===== src/rtl/fifo_uart_pkg.sv =====
// fifo_uart_pkg: shared types and constants
// for the FIFO-fed serial transmitter.
package fifo_uart_pkg;

  typedef enum logic [2:0] {
    IDLE,
    POP,
    LOAD,
    START,
    DATA,
    PARITY,
    STOP
  } tx_state_t;

  localparam int   DATA_BITS   = 8;
  localparam logic TX_IDLE_LVL = 1'b1;

endpackage


===== src/rtl/uart_baud_gen.sv =====
// uart_baud_gen: bit-time down-counter.
// bit_end marks the last cycle of a bit.
module uart_baud_gen #(
  parameter int CLKS_PER_BIT = 16
) (
  input  logic clk,
  input  logic rst_n,
  input  logic load,
  input  logic enable,
  output logic bit_end,
  output logic bit_near
);

  localparam int W = $clog2(CLKS_PER_BIT);
  localparam logic [W-1:0] TOP = W'(CLKS_PER_BIT - 1);

  logic [W-1:0] cnt;

  // reload at each bit start, else count down to zero and hold
  always_ff @(posedge clk or negedge rst_n) begin
    if (!rst_n) begin
      cnt <= '0;
    end else if (load) begin
      cnt <= TOP;
    end else if (enable && cnt != '0) begin
      cnt <= cnt - W'(1);
    end
  end

  // bit_near leads bit_end by one cycle
  always_comb begin
    bit_end  = enable && (cnt == '0);
    bit_near = enable && (cnt == W'(1));
  end

endmodule


===== src/rtl/fifo_uart_tx.sv =====
// fifo_uart_tx: pops bytes from the FIFO and
// shifts them out as async serial frames.
module fifo_uart_tx
  import fifo_uart_pkg::*;
#(
  parameter int CLKS_PER_BIT = 16,
  parameter int PARITY_EN    = 0,
  parameter int STOP_BITS    = 1
) (
  input  logic       clk,
  input  logic       rst_n,
  input  logic       en,
  input  logic       f_empty,
  input  logic [7:0] f_out,
  output logic       rd_en,
  output logic       tx,
  output logic       busy,
  output logic       tx_done
);

  localparam logic [2:0] LAST_BIT  = 3'(DATA_BITS - 1);
  localparam logic       LAST_STOP = 1'(STOP_BITS - 1);

  tx_state_t state, state_d;

  logic [DATA_BITS-1:0] shreg, shreg_d;
  logic                 par, par_d;
  logic [2:0]           bcnt, bcnt_d;
  logic                 scnt, scnt_d;
  logic                 tx_d, rd_d, done_d;
  logic                 load, tick_en;
  logic                 bit_end, bit_near;
  logic                 last_stop;

  assign last_stop = (scnt == LAST_STOP);
  assign tick_en   = state inside {START, DATA, PARITY, STOP};

  uart_baud_gen #(
    .CLKS_PER_BIT(CLKS_PER_BIT)
  ) u_baud (
    .clk     (clk),
    .rst_n   (rst_n),
    .load    (load),
    .enable  (tick_en),
    .bit_end (bit_end),
    .bit_near(bit_near)
  );

  // next-state, next-output and datapath decode
  always_comb begin
    state_d = state;
    shreg_d = shreg;
    par_d   = par;
    bcnt_d  = bcnt;
    scnt_d  = scnt;
    tx_d    = tx;
    rd_d    = 1'b0;
    done_d  = 1'b0;
    load    = 1'b0;
    unique case (state)
      IDLE: begin
        tx_d = TX_IDLE_LVL;
        if (en && !f_empty) begin
          state_d = POP;
          rd_d    = 1'b1;
        end
      end
      POP: begin
        state_d = LOAD;
      end
      LOAD: begin
        shreg_d = f_out;
        par_d   = ^f_out;
        bcnt_d  = '0;
        scnt_d  = 1'b0;
        load    = 1'b1;
        state_d = START;
        tx_d    = 1'b0;
      end
      START: begin
        if (bit_end) begin
          load    = 1'b1;
          state_d = DATA;
          tx_d    = shreg[0];
        end
      end
      DATA: begin
        if (bit_end) begin
          load    = 1'b1;
          shreg_d = shreg >> 1;
          bcnt_d  = bcnt + 3'd1;
          if (bcnt == LAST_BIT) begin
            if (PARITY_EN != 0) begin
              state_d = PARITY;
              tx_d    = par;
            end else begin
              state_d = STOP;
              tx_d    = TX_IDLE_LVL;
            end
          end else begin
            tx_d = shreg[1];
          end
        end
      end
      PARITY: begin
        if (bit_end) begin
          load    = 1'b1;
          state_d = STOP;
          tx_d    = TX_IDLE_LVL;
        end
      end
      STOP: begin
        done_d = bit_near && last_stop;
        if (bit_end) begin
          if (!last_stop) begin
            load   = 1'b1;
            scnt_d = 1'b1;
          end else if (en && !f_empty) begin
            state_d = POP;
            rd_d    = 1'b1;
          end else begin
            state_d = IDLE;
          end
        end
      end
      default: begin
        state_d = IDLE;
      end
    endcase
  end

  // state, datapath and registered outputs
  always_ff @(posedge clk or negedge rst_n) begin
    if (!rst_n) begin
      state   <= IDLE;
      shreg   <= '0;
      par     <= 1'b0;
      bcnt    <= '0;
      scnt    <= 1'b0;
      tx      <= TX_IDLE_LVL;
      rd_en   <= 1'b0;
      busy    <= 1'b0;
      tx_done <= 1'b0;
    end else begin
      state   <= state_d;
      shreg   <= shreg_d;
      par     <= par_d;
      bcnt    <= bcnt_d;
      scnt    <= scnt_d;
      tx      <= tx_d;
      rd_en   <= rd_d;
      busy    <= (state_d != IDLE);
      tx_done <= done_d;
    end
  end

endmodule


===== config.mk =====
export PLATFORM = sky130hd
export DESIGN_NAME = fifo_uart_tx
export DESIGN_NICKNAME = d
export VERILOG_FILES = /design/src/rtl/fifo_uart_pkg.sv /design/src/rtl/uart_baud_gen.sv /design/src/rtl/fifo_uart_tx.sv
export SDC_FILE = /design/constraint.sdc
export NUM_CORES = 1
export LEC_CHECK = 0
export ABC_AREA = 0
export CAP_MARGIN = 20
export CORE_AREA = 2 2 64 66
export CTS_CLUSTER_DIAMETER = 60
export DETAILED_ROUTE_END_ITERATION = 7
export DIE_AREA = 0 0 66 68
export GPL_TIMING_DRIVEN = 0
export PLACE_DENSITY = 0.6
export SYNTH_ARGS = -nofsm -noshare
export SYNTH_HDL_FRONTEND = slang
export SYNTH_SLANG_ARGS = --single-unit

===== constraint.sdc =====
create_clock -name clk -period 2.5 [get_ports clk]
set_input_delay 0.5 -clock clk [delete_from_list [all_inputs] [get_ports clk]]
set_output_delay 0.5 -clock clk [all_outputs]
set_load 0.01 [all_outputs]

==> results.toml <==
[cts]
insertion_delay_ps = 270
cts_hold_buf = 0
cts_tree = "yes"
numCtsBuffers = 3
cts_setup_buffers = 0
root_buffer = "clkbuf_8"
ctsResizeCount = 0
htree_num_levels = 1
numClockSinks = 23
clockBufferDepth = 2
path_clk_slew_ps = 70

[global_route]
grt_pass1_wl_um = 4650
grt.busiest_layer = "met2"
grt_pass1_vias = 1062
grt_usage = 0.136
met3_usage = 0.0428
grt_util_met1 = 0.159
antenna_found_initial = 0
gr-usage-met2 = 0.249
gr-total-overflow = 0
grt_max_degree = 24

[floorplan]
rows = 23
die_y_um = 68
io_pins = 16
die_w_um = 66
start_util = 0.345
core_um2 = 3860
fp.dieArea_um2 = 4490

[drt]
routed_wirelength_um = 2830
ant_nets = 0
post_drt_wl_per_cell_um = 13.6
first_pass_iters = 4
via_per_inst = 4.99
vias = 1033
drc = 0
drt_iter0_markers = 20

[power_and_ir_drop]
ir_worst_vdd_v = 0.000334
p_total_mw = 0.648
leakage_nw = 0.737
power_density_nw_per_um2 = 405

[hold_path]
hold_path_class = "reg2reg"

[place]
gp_congestion = 0.852
port_buffers = 15
place_area_um2 = 1540
hpwlAfterDp_um = 2140
dp.cells = 202

[timing]
rsz0062_at_grt = "no"
fin_crit_sh = 0.741
fin_tns_setup_ps = 0
skew_ps = 7.61
max_freq_mhz = 540
relSlewSlack = 0.650
drv_slew = 0
worst_pin_slew_ps = 524
period_needed_ps = 1850
finalSetupViolCount = 0
finalHoldViolCount = 0

[critical_path]
crit_fanout = 4
cp_top_family = "flip-flops"
critPathSlowestCell = "dfstp_2"
start_kind = "flip-flop"
worstPathRequired_ps = 2000
arrival_ps = 1350
slowest_delay_ps = 560
critical_path.cell_chain = "clkdlybuf4s50_1"
crit_buf_inv = 1
cp-end-kind = "output port"
crit_type = "reg2out"

[finish]
nets = 175
nFillCells = 389
layout-drive-gt1-share = 0.146
n_antenna_cell = 0
utilization = 0.416
fin_area_um2 = 1600
syn2layout_area_growth_pct = 20.6
stdcell_count = 207

[yosys]
avgSynthCellArea_um2 = 9.70
syn_inst = 137
synth_area_um2 = 1330
async_reset_ff_frac = 1.00
synth_flop_cell = "dfrtp_1"
synth_edf_count = 0
syn_nets = 154
ys_seq_elements = 23
ys_seq_area_frac = 0.434
ys_types = 41
yosysWarningCount = 0

[flow_run]
maxCapViolations = 0

[run_status]
outcome = "finished clean"
## placed cells by master (no fill, tap or decap), types with 4 or more instances in the layout
master           netlist  routed
a21oi_1                6       6
buf_2                  5       5
clkdlybuf4s50_1        0      15
dfrtp_1               22      22
ha_1                   5       5
inv_1                  4       4
mux2i_1                8       8
nand2_1               17      17
nand3_1                4       4
nor2_1                 7       7
o21ai_0               12      12
## where the power goes
part           leakage, nW  switching (mW)  internal, mW
Sequential           0.292         0.00409         0.378
Clock               0.0255           0.118         0.111
Combinational        0.420          0.0145        0.0230
Total                0.737           0.136         0.512
## cell usage after synthesis, types with 2 or more instances
cell type | count | area share
buf_2 | 5 | 0.019
a32o_1 | 2 | 0.015
inv_1 | 4 | 0.011
dfrtp_1 | 22 | 0.41
o21ai_1 | 3 | 0.011
buf_4 | 3 | 0.017
a21oi_1 | 6 | 0.023
nor3b_1 | 3 | 0.017
mux2i_1 | 8 | 0.060
nor2_1 | 7 | 0.020
o21ai_0 | 12 | 0.045
or3_1 | 2 | 0.0094
nand2_1 | 17 | 0.048
ha_1 | 5 | 0.047
o211ai_1 | 2 | 0.011
nand3_1 | 4 | 0.015
a31oi_1 | 3 | 0.014
nand2b_1 | 2 | 0.0094
a22o_1 | 3 | 0.020
nor2b_1 | 3 | 0.014
## registers in the layout, indices dropped and copies added (netlist names), 3 cells and up
signal / count
state: 3
bcnt: 3
shreg: 8
u_baud.cnt: 4
## final timing paths
kind,from,cells past startpoint,end,slack [ps]
setup / recovery,tx,1,tx,650
hold / removal,shreg[2],2,shreg[2],490
setup reg to reg,u_baud.cnt[0],7,bcnt[0],690
hold reg to reg,shreg[2],2,shreg[2],490
max in group asynchronous,rst_n,2,state[1],1450
min in group asynchronous,rst_n,1,state[2],570
## per-stage QoR
step	worst slack, ps	hold slack [ps]
6_report	647	494
4_1_cts	633	497
2_1_floorplan	910	204
5_1_grt	540	534
3_3_place_gp	702	476
3_5_place_dp	695	478
## kinds of logic after synthesis
family | after synthesis | share of synthesized area
fa+ha+maj | 5 | 0.0471
buf+inv | 13 | 0.0555
simple gates | 48 | 0.202
mux | 8 | 0.0603
xor+xnor | 1 | 0.00659
compound gates | 39 | 0.195
flops | 23 | 0.434
## routing by layer
layer | vias up | part of all wire
met3 | 2 | 0.048
met4 | 0 | 0.0035
li1 | 527 | -
met1 | 486 | 0.47
met5 | - | 0
met2 | 18 | 0.48
## final cells by class
type                       count  area [µm²]  area share
inverter                       4        15.0     0.00937
sequential                    23         577       0.360
tap                           50        62.6      0.0390
timing repair buffer          16         165       0.103
clock inverter                 1        5.00     0.00312
clock buffer                   3        41.3      0.0258
multi-input combinational    101         678       0.423
buffer                         9        58.8      0.0367
Power figures use the tool's default switching activity.
